File: src/rtl/tl_rx_vc_wr_ctrl.sv
// RX VC buffer write controller: steers TLP beats to P/NP/CPL buffers, drops invalid types (stats: TL_RX_WR_STATS_EN).
// Latency: 1 cycle from accepted beat to buffer write strobes; o_tlp_ready is combinational.
// Backpressure: ready follows the selected buffer's hdr/data full flags; dropped TLPs are always accepted.
module tl_rx_vc_wr_ctrl #(
  parameter int DW               = 32,
  parameter int W_CTRL_BUS_WIDTH = 5,
  parameter int FLAGS_WIDTH      = 6
) (
  input  logic                        i_clk,
  input  logic                        i_n_rst,
  input  logic                        i_tlp_valid,
  output logic                        o_tlp_ready,
  input  logic                        i_tlp_sop,
  input  logic                        i_tlp_eop,
  input  logic [1:0]                  i_tlp_type,
  input  logic [4*DW-1:0]             i_tlp_hdr,
  input  logic [8*DW-1:0]             i_tlp_data,
  input  logic [3:0]                  i_tlp_dw_cnt,
  input  logic [FLAGS_WIDTH-1:0]      i_vc_w_full_flags,
  output logic [W_CTRL_BUS_WIDTH-1:0] o_w_posted_ctrl,
  output logic [W_CTRL_BUS_WIDTH-1:0] o_w_non_posted_ctrl,
  output logic [W_CTRL_BUS_WIDTH-1:0] o_w_completion_ctrl,
  output logic [4*DW-1:0]             o_w_posted_hdr,
  output logic [4*DW-1:0]             o_w_non_posted_hdr,
  output logic [4*DW-1:0]             o_w_completion_hdr,
  output logic [8*DW-1:0]             o_w_posted_data,
  output logic [8*DW-1:0]             o_w_non_posted_data,
  output logic [8*DW-1:0]             o_w_completion_data,
  output logic                        o_proto_err,
  output logic [7:0]                  o_drop_cnt,
  output logic [15:0]                 o_p_tlp_cnt,
  output logic [15:0]                 o_np_tlp_cnt,
  output logic [15:0]                 o_cpl_tlp_cnt
);

  typedef enum logic [1:0] {IDLE, DATA, DROP} state_t;

  localparam logic [1:0] T_INV = 2'b11;

  state_t     state;
  logic [1:0] cur_type;

  logic [W_CTRL_BUS_WIDTH-1:0] ctrl_q [3];
  logic [4*DW-1:0]             hdr_q  [3];
  logic [8*DW-1:0]             data_q [3];

  logic [3:0] dw_eff;
  logic [2:0] dw_m1;
  logic       has_data;
  logic [1:0] sel_type;
  logic       hdr_full_sel;
  logic       data_full_sel;
  logic       ready_c;
  logic       accept;
  logic       wr_en;
  logic       wr_hdr;
  logic       start_pkt;

  assign dw_eff   = (i_tlp_dw_cnt > 4'd8) ? 4'd8 : i_tlp_dw_cnt;
  assign has_data = (dw_eff != 4'd0);
  assign dw_m1    = has_data ? 3'(dw_eff - 4'd1) : 3'd0;
  assign sel_type = (state == IDLE) ? i_tlp_type : cur_type;

  // Flag vector is {p_hdr, p_data, np_hdr, np_data, cpl_hdr, cpl_data}.
  always_comb begin
    hdr_full_sel  = 1'b0;
    data_full_sel = 1'b0;
    case (sel_type)
      2'b00: begin hdr_full_sel = i_vc_w_full_flags[5]; data_full_sel = i_vc_w_full_flags[4]; end
      2'b01: begin hdr_full_sel = i_vc_w_full_flags[3]; data_full_sel = i_vc_w_full_flags[2]; end
      2'b10: begin hdr_full_sel = i_vc_w_full_flags[1]; data_full_sel = i_vc_w_full_flags[0]; end
      default: ;
    endcase
  end

  always_comb begin
    ready_c = 1'b1;
    case (state)
      IDLE: if (i_tlp_sop && i_tlp_type != T_INV)
              ready_c = !hdr_full_sel && (!has_data || !data_full_sel);
      DATA: ready_c = !has_data || !data_full_sel;
      default: ready_c = 1'b1;
    endcase
  end

  assign o_tlp_ready = i_n_rst && ready_c;
  assign accept      = i_tlp_valid && o_tlp_ready;
  assign start_pkt   = accept && (state == IDLE) && i_tlp_sop;
  assign wr_hdr      = start_pkt && (i_tlp_type != T_INV);
  assign wr_en       = wr_hdr || (accept && state == DATA);

  always_ff @(posedge i_clk or negedge i_n_rst) begin
    if (!i_n_rst) begin
      state       <= IDLE;
      cur_type    <= 2'b00;
      o_proto_err <= 1'b0;
      o_drop_cnt  <= 8'd0;
      for (int i = 0; i < 3; i++) begin
        ctrl_q[i] <= '0;
        hdr_q[i]  <= '0;
        data_q[i] <= '0;
      end
    end else begin
      o_proto_err <= accept && ((i_tlp_dw_cnt > 4'd8) ||
                                (i_tlp_sop && state != IDLE) ||
                                (!i_tlp_sop && state == IDLE));
      for (int i = 0; i < 3; i++) begin
        ctrl_q[i] <= '0;
        if (wr_en && sel_type == 2'(i)) begin
          ctrl_q[i] <= W_CTRL_BUS_WIDTH'({dw_m1, has_data, wr_hdr});
          if (wr_hdr)   hdr_q[i]  <= i_tlp_hdr;
          if (has_data) data_q[i] <= i_tlp_data;
        end
      end
      if (start_pkt && i_tlp_type == T_INV && o_drop_cnt != 8'hFF)
        o_drop_cnt <= o_drop_cnt + 8'd1;
      if (start_pkt) begin
        cur_type <= i_tlp_type;
        if (!i_tlp_eop)
          state <= (i_tlp_type == T_INV) ? DROP : DATA;
      end else if (accept && state != IDLE && i_tlp_eop) begin
        state <= IDLE;
      end
    end
  end

  assign o_w_posted_ctrl     = ctrl_q[0];
  assign o_w_non_posted_ctrl = ctrl_q[1];
  assign o_w_completion_ctrl = ctrl_q[2];
  assign o_w_posted_hdr      = hdr_q[0];
  assign o_w_non_posted_hdr  = hdr_q[1];
  assign o_w_completion_hdr  = hdr_q[2];
  assign o_w_posted_data     = data_q[0];
  assign o_w_non_posted_data = data_q[1];
  assign o_w_completion_data = data_q[2];

`ifdef TL_RX_WR_STATS_EN
  logic [15:0] p_cnt, np_cnt, cpl_cnt;

  always_ff @(posedge i_clk or negedge i_n_rst) begin
    if (!i_n_rst) begin
      p_cnt   <= 16'd0;
      np_cnt  <= 16'd0;
      cpl_cnt <= 16'd0;
    end else if (wr_hdr) begin
      case (i_tlp_type)
        2'b00:   p_cnt   <= p_cnt + 16'd1;
        2'b01:   np_cnt  <= np_cnt + 16'd1;
        2'b10:   cpl_cnt <= cpl_cnt + 16'd1;
        default: ;
      endcase
    end
  end

  assign o_p_tlp_cnt   = p_cnt;
  assign o_np_tlp_cnt  = np_cnt;
  assign o_cpl_tlp_cnt = cpl_cnt;
`else
  assign o_p_tlp_cnt   = 16'd0;
  assign o_np_tlp_cnt  = 16'd0;
  assign o_cpl_tlp_cnt = 16'd0;
`endif

endmodule

File: config.mk
export PLATFORM = sky130hd
export DESIGN_NAME = tl_rx_vc_wr_ctrl
export DESIGN_NICKNAME = d
export VERILOG_FILES = /design/src/rtl/tl_rx_vc_wr_ctrl.sv
export SDC_FILE = /design/constraint.sdc
export NUM_CORES = 1
export LEC_CHECK = 0
export CORE_AREA = 2 2 641 643
export DETAILED_ROUTE_END_ITERATION = 8
export DIE_AREA = 0 0 643 645
export PLACE_DENSITY = 0.38
export SYNTH_ARGS = -nofsm -noshare
export SYNTH_HDL_FRONTEND = slang
export SYNTH_SLANG_ARGS = --single-unit
File: constraint.sdc
create_clock -name i_clk -period 3.5 [get_ports i_clk]
set_input_delay 1.05 -clock i_clk [delete_from_list [all_inputs] [get_ports i_clk]]
set_output_delay 1.05 -clock i_clk [all_outputs]
set_load 0.005 [all_outputs]
==> impl_summary.txt <==
----------------------------------------------------
[Placed design]
  Final weighted congestion in routability-driven placement ... 0.868
  Detailed placer's ending HPWL ... 213000 um
  Port Buffer Count ... 1577

[Power and ir drop]
  Share of total power in sequential cells ... 35.3%
  Total Power ... 65800 uW
  Power density over cell area ... 897 nW/um^2
  Power share of the clock group ... 26.1%
  Comb pwr share ... 38.6%
  Sw Ratio ... 32.2%
  Int Power ... 44600 uW
  Leakage dissipation ... 0.0314 uW
  Peak supply drop ... 0.398 mV
  Switching power ... 21200 uW

[Synthesis]
  Mux cell area share after synthesis ... 29.5%
  Synth Warn # ... 0
  Async set or reset register ratio after synthesis ... 100%
  Post-Synth Simple-Gate Area ... 0.684%
  Netlist cell types ... 45
  Cell area after technology mapping ... 44300 um^2
  Synthesized netlist cell count ... 2609
  Flip-flop and latch count after synthesis ... 1180
  Area fraction in compound gates after synthesis ... 0.336%
  Area share of fa/ha/maj cells after synthesis ... 0.0282%
  EDFF count, synth ... 0
  Per-instance average area after synthesis ... 17.0 um^2
  Ys flop type ... dfrtp_1
  Area share of xor/xnor cells in the synthesized design ... 0.158%
  Portion of the post-synthesis area used by sequential elements ... 66.7%
  Largest family of logic cells by synthesized area ... multiplexers

[Run]
  Number of maximum-capacitance violations ... 0

[Floorplan]
  Io pins ... 1626
  Placeable core area ... 408000 um^2
  Horizontal extent of the die ... 643 um
  DIE AREA ... 415000 um^2
  Starting Density ... 10.9%
  Die Height ... 645 um
  Floorplan row count ... 235

[GRT]
  Wire length of the first global-routing pass ... 335000 um
  Remaining global-route overflow ... 0
  Via count of the first global-routing pass ... 32600
  Global-route usage over all layers ... 12.0%
  Pin count of the biggest net entering global routing ... 141
  Antenna violations before repair ... 57

[STA]
  Setup skew after layout ... 54.2 ps
  Max-slew violation count ... 0
  Final critical-path setup slack ... -254 ps
  Slew @ Worst Pin ... 971 ps
  Share of the clock period used by the worst path ... 107%
  Maximum clock frequency ... 0.266 GHz
  Final hold violations ... 0
  Final setup fails ... 1
  RSZ-0062 raised after global routing ... yes
  Final Critical Period ... 3750 ps
  Slew margin rel. ... 35.3%

[Clock network]
  Number of clock sinks ... 1180
  Clock network latency to the later pin of the worst-skew pair ... 850 ps
  CTS tree ... built
  H-tree depth ... 4
  Max clock buf depth ... 4
  Buffer type at the clock tree root ... clkbuf_16
  Cts bufs inserted ... 161
  Worst-path clk slew ... 60 ps

[Worst setup path]
  Startpoint kind of the worst setup timing path ... flop
  R2R setup slack ... 150 ps
  Category of the critical setup timing path ... reg -> out
  Req. time, crit path ... 2450 ps
  CP Data Arrival Time ... 2700 ps
  Critical path origin ... state[1]
  Crit Reg-Reg Startpoint ... state[0]
  Depth of the most critical reg-to-reg path ... 12
  Endpoint type of the worst setup path ... primary output
  Capture instance of the worst register-to-register path ... o_w_non_posted_data[131]
  Peak fanout along the critical path ... 3

[Final layout]
  Post-layout nets ... 4787
  Utilization of the core after routing ... 18.0%
  Fraction of layout cells with a size suffix above 1 ... 30.1%
  Area added between synthesis and finish ... 65.7%
  Final-layout fill cell count ... 44600
  Most common cell after layout, fill and taps aside ... clkdlybuf4s50_1
  Leading cell types in the layout, fill and taps excluded ... clkdlybuf4s50_1 (1561), dfrtp_1 (1178), mux2_2 (899)

[Routing]
  Number of routed nets with antenna violations ... 0
  Detailed Route Iter0 Violations ... 1301
  Via count ... 30400
  Post-DR wirelength/cell ... 25.9 um
  Vias per cell ... 3.04
  First-pass iteration count of the detailed router ... 4
  Number of remaining DRC errors ... 0
  Aggregate routed wire length ... 259000 um

[Worst hold path]
  Worst hold-check path type ... reg -> reg
  Number of stages on the worst hold path ... 1
  Origin of the worst min-delay path ... o_w_non_posted_data[250]
  Worst-case hold path end point ... o_w_non_posted_data[250]

[Status]
  Failing checks ... negative setup slack
  Outcome ... complete, but fails checks

----------------------------------------------------
sequential cells by signal, summed over array words and instances, names as in the netlist:
name	cells
o_w_non_posted_ctrl	5
o_w_posted_data	256
o_w_non_posted_data	256
o_w_posted_hdr	128
state	2
o_w_completion_ctrl	5
o_w_completion_data	256
o_w_posted_ctrl	5
o_w_non_posted_hdr	128
o_w_completion_hdr	128
cur_type	2
o_drop_cnt	8
o_proto_err	1
cells by family after synthesis:
family | Yosys count
AO/OA/AOI/OAI | 21
flip-flops | 1180
adder cells (fa/ha/maj) | 1
buffers and inverters | 184
other | 1
AND/OR/NAND/NOR | 55
multiplexers | 1159
XOR/XNOR | 8
metal layers:
| layer | vias up | global-route usage [%] | share of wire, % |
|---|---|---|---|
| met1 | 16100 | 12.4 | 35 |
| met5 | - | 0 | 0.027 |
| met2 | 1180 | 22.4 | 53 |
| met4 | 10 | 2.93 | 2.5 |
| li1 | 12800 | - | - |
| met3 | 267 | 4.93 | 9.2 |
cell type report:
cell class,count,area (um^2),share of cell area [%]
Inverter,7,26.3,0.0358
Clock buffer,229,4650,6.33
Tap cell,5451,6820,9.29
Multi-Input combinational cell,1292,13800,18.8
Timing Repair Buffer,1743,17700,24.1
Sequential cell,1180,29500,40.2
Antenna cell,28,70.1,0.0955
Clock inverter,61,812,1.11
cells in the mapped netlist, drive strengths merged, types with 2 or more instances:
cell type	count	area [um^2]
o21a	2	15.0
mux2i	3	33.8
xor2	7	61.3
inv	7	26.3
nand2b	3	18.8
nand2	8	30.0
dfrtp	1180	29500
nor2b	4	25.0
buf	171	1120
nor4	3	33.8
a21oi	5	25.0
or3	2	12.5
nand3	4	20.0
mux2	1156	13000
clkbuf	6	22.5
or4	2	15.0
nand4	3	18.8
nor3	6	30.0
o21ai	3	18.8
nor2	16	67.6
through the flow:
stage | setup slack [ps] | hold slack, ps | TNS [ps] | cells | cell area (um^2)
6_report | -254 | 486 | -254 | 9991 | 73400
5_1_grt | -417 | 508 | -417 | 9978 | 73400
4_1_cts | -391 | 492 | -391 | 9961 | 73300
3_5_place_dp | -1070 | 480 | -639260 | 9665 | 67800
3_3_place_gp | -1150 | 475 | -656350 | 9665 | 67800
2_1_floorplan | 105 | 485 | 0 | 2656 | 44500
worst max-delay path by stage:
| stage | cells past startpoint | slack (ps) | to |
|---|---|---|---|
| floorplan | 7 | 100 | o_tlp_ready |
| global placement | 9 | -1150 | o_tlp_ready |
| detailed placement | 9 | -1070 | o_tlp_ready |
| CTS | 8 | -390 | o_tlp_ready |
| global route | 8 | -420 | o_tlp_ready |
| finish | 8 | -250 | o_tlp_ready |
worst max-delay path, stage by stage (launching register included):
cell and delay [ps]:
dfrtp_2 450, or4b_4 570, o21ai_2 90, nand2_1 90
o21a_1 130, o22ai_2 150, o21ai_2 90, and2_4 160
buf_6 110
power by group through the flow:
| stage | combinational [uW] | sequential (uW) | clock, uW |
|---|---|---|---|
| final | 25400 | 23200 | 17200 |
| after CTS | 26600 | 23300 | 18000 |
| after floorplan | 5610 | 23200 | 0 |
| after global placement | 26400 | 23200 | 0 |
| after global routing | 27000 | 24000 | 18500 |
| after detailed placement | 26400 | 23500 | 0 |
repair_timing:
action | 4_1_cts | 5_1_grt
endpoints found under the setup margin | 1 | 1
gates resized for setup | 19 | 3
pin swaps | 3 | 0
hold buffers | 1 | 0
hold endpoints to repair | 5 | 0
buffers inserted | 5 | 2
No activity file was read; power rests on OpenSTA's default activity.
